<file path="src/rtl/xext_bridge.sv">
// Bridges one core access onto a registered external request bus: capture in IDLE, hold ext_req until ack or abort, one DONE cycle.
// Latency: ack at BUSY cycle k gives DONE k+1 cycles after sel; the core is held through `stall` until then, and there is no other backpressure.
module xext_bridge #(
    parameter int ADDR_W  = 13,
    parameter int DATA_W  = 32,
    parameter int TIMEOUT = 255
) (
    input  logic              clk,
    input  logic              rst,
    input  logic              sel,
    input  logic              we,
    input  logic [ADDR_W-1:0] addr,
    input  logic [DATA_W-1:0] data_to_wr,
    output logic [DATA_W-1:0] data_to_rd,
    output logic              stall,
    output logic              timeout,
    output logic              ext_req,
    output logic              ext_we,
    output logic [ADDR_W-1:0] ext_addr,
    output logic [DATA_W-1:0] ext_wdata,
    input  logic              ext_ack,
    input  logic [DATA_W-1:0] ext_rdata
);

    typedef enum logic [1:0] {IDLE, BUSY, DONE} state_t;

    localparam logic [7:0] LP_LAST = 8'(TIMEOUT - 1);

    state_t            r_state;
    state_t            w_state_nxt;
    logic [7:0]        r_cnt;
    logic              r_ext_req;
    logic              r_ext_we;
    logic [ADDR_W-1:0] r_ext_addr;
    logic [DATA_W-1:0] r_ext_wdata;
    logic [DATA_W-1:0] r_data_to_rd;
    logic              r_timeout;
    logic              w_expire;

    assign w_expire = (r_cnt == LP_LAST);

    always_comb begin
        w_state_nxt = r_state;
        stall       = 1'b0;
        case (r_state)
            IDLE: begin
                stall = sel;
                if (sel) w_state_nxt = BUSY;
            end
            BUSY: begin
                stall = 1'b1;
                if (ext_ack || w_expire) w_state_nxt = DONE;
            end
            DONE:    w_state_nxt = IDLE;
            default: w_state_nxt = IDLE;
        endcase
    end

    always_ff @(posedge clk) begin
        if (rst) begin
            r_state      <= IDLE;
            r_cnt        <= '0;
            r_ext_req    <= 1'b0;
            r_ext_we     <= 1'b0;
            r_ext_addr   <= '0;
            r_ext_wdata  <= '0;
            r_data_to_rd <= '0;
            r_timeout    <= 1'b0;
        end else begin
            r_state   <= w_state_nxt;
            r_timeout <= 1'b0;
            case (r_state)
                IDLE: begin
                    if (sel) begin
                        r_ext_req   <= 1'b1;
                        r_ext_we    <= we;
                        r_ext_addr  <= addr;
                        r_ext_wdata <= data_to_wr;
                        r_cnt       <= '0;
                    end
                end
                BUSY: begin
                    r_cnt <= r_cnt + 8'd1;
                    // Ack takes priority over an abort landing in the same cycle.
                    if (ext_ack) begin
                        r_ext_req <= 1'b0;
                        if (!r_ext_we) r_data_to_rd <= ext_rdata;
                    end else if (w_expire) begin
                        r_ext_req <= 1'b0;
                        r_timeout <= 1'b1;
                        if (!r_ext_we) r_data_to_rd <= '0;
                    end
                end
                default: ;
            endcase
        end
    end

    assign ext_req    = r_ext_req;
    assign ext_we     = r_ext_we;
    assign ext_addr   = r_ext_addr;
    assign ext_wdata  = r_ext_wdata;
    assign data_to_rd = r_data_to_rd;
    assign timeout    = r_timeout;

endmodule
</file>
<file path="config.mk">
export PLATFORM = sky130hd
export DESIGN_NAME = xext_bridge
export DESIGN_NICKNAME = d
export VERILOG_FILES = /design/src/rtl/xext_bridge.sv
export SDC_FILE = /design/constraint.sdc
export NUM_CORES = 1
export LEC_CHECK = 0
export BUFFER_PORTS_ARGS = -buffer_cell sky130_fd_sc_hd__clkbuf_2
export CORE_MARGIN = 5
export CORE_UTILIZATION = 43
export DETAILED_ROUTE_END_ITERATION = 8
export GPL_ROUTABILITY_DRIVEN = 0
export PLACE_DENSITY = 0.78
export RECOVER_POWER = 25
export SYNTH_ARGS = -nofsm -noshare
export SYNTH_HDL_FRONTEND = slang
export SYNTH_SLANG_ARGS = --single-unit
</file>
<file path="constraint.sdc">
create_clock -name clk -period 1.4 [get_ports clk]
set_input_delay 0 -clock clk [delete_from_list [all_inputs] [get_ports clk]]
set_output_delay 0 -clock clk [all_outputs]
set_load 0.005 [all_outputs]
</file>
==> impl_metrics.csv <==
group,metric,value,unit
layout,stdcell_area,0.00591,mm^2
detailed_routing,antenna_left,0,
synthesis,synthArstFlopShare,0,%
run_status,status,"complete, no violations",
clocking,clock_sinks,90,
clocking,clock-root-buffer,"clkbuf_8",
clocking,htree_levels,3,
detailed_routing,viasPerCell,5.35,
global_routing,grt_overflow_total,0,
layout,final_common_cell,"clkbuf_2",
setup_path,arrival,1580,ps
synthesis,synth_cells,485,
placement,place_hpwl,7670,um
clocking,clkTransAtPathRegs,90,ps
global_routing,grt_first_pass_wirelength,21200,um
placement,placed_cell_area,0.00481,mm^2
clocking,clock_latency,350,ps
detailed_routing,post_drt_wl_per_cell,15.3,um
setup_path,startpoint_type,"flip-flop",
synthesis,synth.avg_cell_area,7.80,um^2
detailed_routing,routed_wl,12900,um
layout,area_growth,56.2,%
timing,relSlewSlack,72.1,%
detailed_routing,drt_iter0_drc,227,
synthesis,yosysUniqueCellTypes,28,
timing,timing.final.crit_period,1350,ps
placement,place_ws,-18.6,ps
hold_path,hold_path_class,"primary input to flip-flop",
setup_path,endpoint_kind,"flip-flop",
clocking,cts_tree,"done",
timing,hold_slack,55.9,ps
setup_path,critPathMaxStageDelay,340,ps
setup_path,cp_cell_sequence,"inv_1, ha_1, nand3_4, buf_4, o21ai_0, a31oi_2",
timing,worst_slew_pin_slew,418,ps
global_routing,grt_pass1_vias,4388,
synthesis,synth_seq_cells,90,
floorplanning,core_area,0.00864,mm^2
setup_path,r2r_setup_slack,50,ps
layout,drive_gt1_share,27.1,%
synthesis,synth_edf_count,0,
detailed_routing,dr.pass1.iters,5,
power,p_leak,2.40,nW
synthesis,syn_area,0.00378,mm^2
power,powerDensity,975,mW/mm^2
timing,final.setup.tns,0,ps
timing,finalHoldViolations,0,
placement,io_buffer_count,162,
global_routing,grt_max_degree,53,
global_routing,grtUsageTotal,22.9,%
flow_run,drv_cap,0,
floorplanning,dieArea,0.0108,mm^2
timing,fmax,739,MHz
detailed_routing,drc,0,
timing,fin_ws,47.6,ps
power,total_power,5.76,mW
setup_path,critPathSlowestCell,"dfxtp_2",
global_routing,antenna_found_initial,0,
timing,rsz0062_at_grt,"yes",
synthesis,yosysSeqAreaShare,47.6,%
timing,maxSlewViolCount,0,
synthesis,synth_warnings,0,
detailed_routing,vias,4481,
floorplanning,die_x,104,um
floorplanning,die_h,104,um
synthesis,synth-main-ff-cell,"dfxtp_1",
floorplanning,initial_core_util,43.8,%
setup_path,worst-path-max-fanout,5,
floorplanning,ioPinCount,163,
timing,setup_viol,0,
setup_path,critPathKind,"flip-flop to flip-flop",
layout,n_antenna_cell,0,
synthesis,syn_nets,569,
power,peakVddDrop,0.000642,V
clocking,cts_buffers,9,
setup_path,worst_ep_required_time,1630,ps
timing,fin_skew,12.5,ps
timing,post-route-period-util,96.6,%
floorplanning,row_count,34,
clocking,clk_path_buf_depth,2,
layout,mostFrequentLayoutCells,"clkbuf_2 (132), nand2_1 (95), dfxtp_1 (84), dlygate4sd3_1 (80), o21ai_0 (60)",
layout,fin_nets,809,
-- sequential cells by signal, indices dropped and copies added, names as in the netlist --
signal and count:
r_state 2, r_cnt 8, ext_req 1, ext_addr 13
ext_we 1, timeout 1, data_to_rd 32, ext_wdata 32
-- logic make-up after synthesis --
logic type,Yosys count,synth area share (%)
simple gates,187,23.5
compound gates,157,22.5
buf+inv,48,5.46
mux,1,0.298
flops,90,47.6
fa+ha+maj,2,0.661
-- path summary, 6_finish.rpt --
kind | from | depth (start not counted) | endpoint
worst max register to register | r_cnt[0]$_SDFFE_PP0P_ | 6 | data_to_rd[4]$_SDFFE_PP0P_
worst min register to register | ext_wdata[12]$_SDFFE_PP0P_ | 2 | ext_wdata[12]$_SDFFE_PP0P_
worst min-delay path | rst | 2 | r_cnt[1]$_SDFFE_PP0P_
worst max-delay path | r_cnt[0]$_SDFFE_PP0P_ | 6 | data_to_rd[4]$_SDFFE_PP0P_
-- critical path: cells and delay by family (launching register included) --
| family | cells | cell delay [ps] |
|---|---|---|
| AND/OR/NAND/NOR | 1 | 110 |
| buffers and inverters | 2 | 240 |
| adder cells (fa/ha/maj) | 1 | 190 |
| flip-flops | 1 | 340 |
| AO/OA/AOI/OAI | 2 | 330 |
-- layout make-up --
cell class	count	area (um^2)
multi-input cells	347	1830
well taps	108	135
fillers	690	2730
flip-flops and latches	90	1810
inverters	3	11.3
clock inverters	7	76.3
clock buffers	9	124
repair buffers	274	1920
-- power breakdown --
part	total, mW	internal [mW]	switching [mW]
Clock	1.80	0.838	0.964
Combinational	1.13	0.585	0.546
Sequential	2.83	2.72	0.106
-- stage by stage --
stage               util (%)  instances
CTS                     67.6        834
detailed placement      55.7        737
floorplan                  -        485
finish                  68.4        838
global route            68.4        838
global placement        55.7        737
-- cells in the mapped netlist, types with 2 or more instances --
library cell | count | area, um^2
ha_1 | 2 | 25.0
a31oi_1 | 34 | 213
buf_2 | 12 | 60.1
nand4_1 | 2 | 12.5
nand2b_1 | 2 | 12.5
o21ai_0 | 64 | 320
nor2_1 | 3 | 11.3
nor3_1 | 2 | 10.0
a21oi_1 | 52 | 260
dfxtp_1 | 90 | 1800
or3_1 | 3 | 18.8
clkbuf_1 | 30 | 113
or4_1 | 2 | 15.0
o311ai_0 | 2 | 17.5
nand3_1 | 38 | 190
nor2b_1 | 33 | 206
nand2_1 | 96 | 360
inv_1 | 3 | 11.3
buf_4 | 3 | 22.5
nor3b_1 | 4 | 30.0
-- routing by layer --
metal | vias up | GRT usage [%] | wire length (um)
met2 | 199 | 36.9 | 6180
li1 | 2159 | - | -
met4 | 0 | 8.42 | 335
met3 | 30 | 6.97 | 994
met1 | 2093 | 28.7 | 5340
met5 | - | 0 | 0
-- timing repair --
item,CTS,global route
endpoints found under the setup margin,46,68
endpoints found under the hold margin,80,0
buffers inserted,1,4
pin swaps,2,3
hold buffers,80,0
gates cloned,0,1
resized for setup,7,20
(Power assumes the default switching activity.)
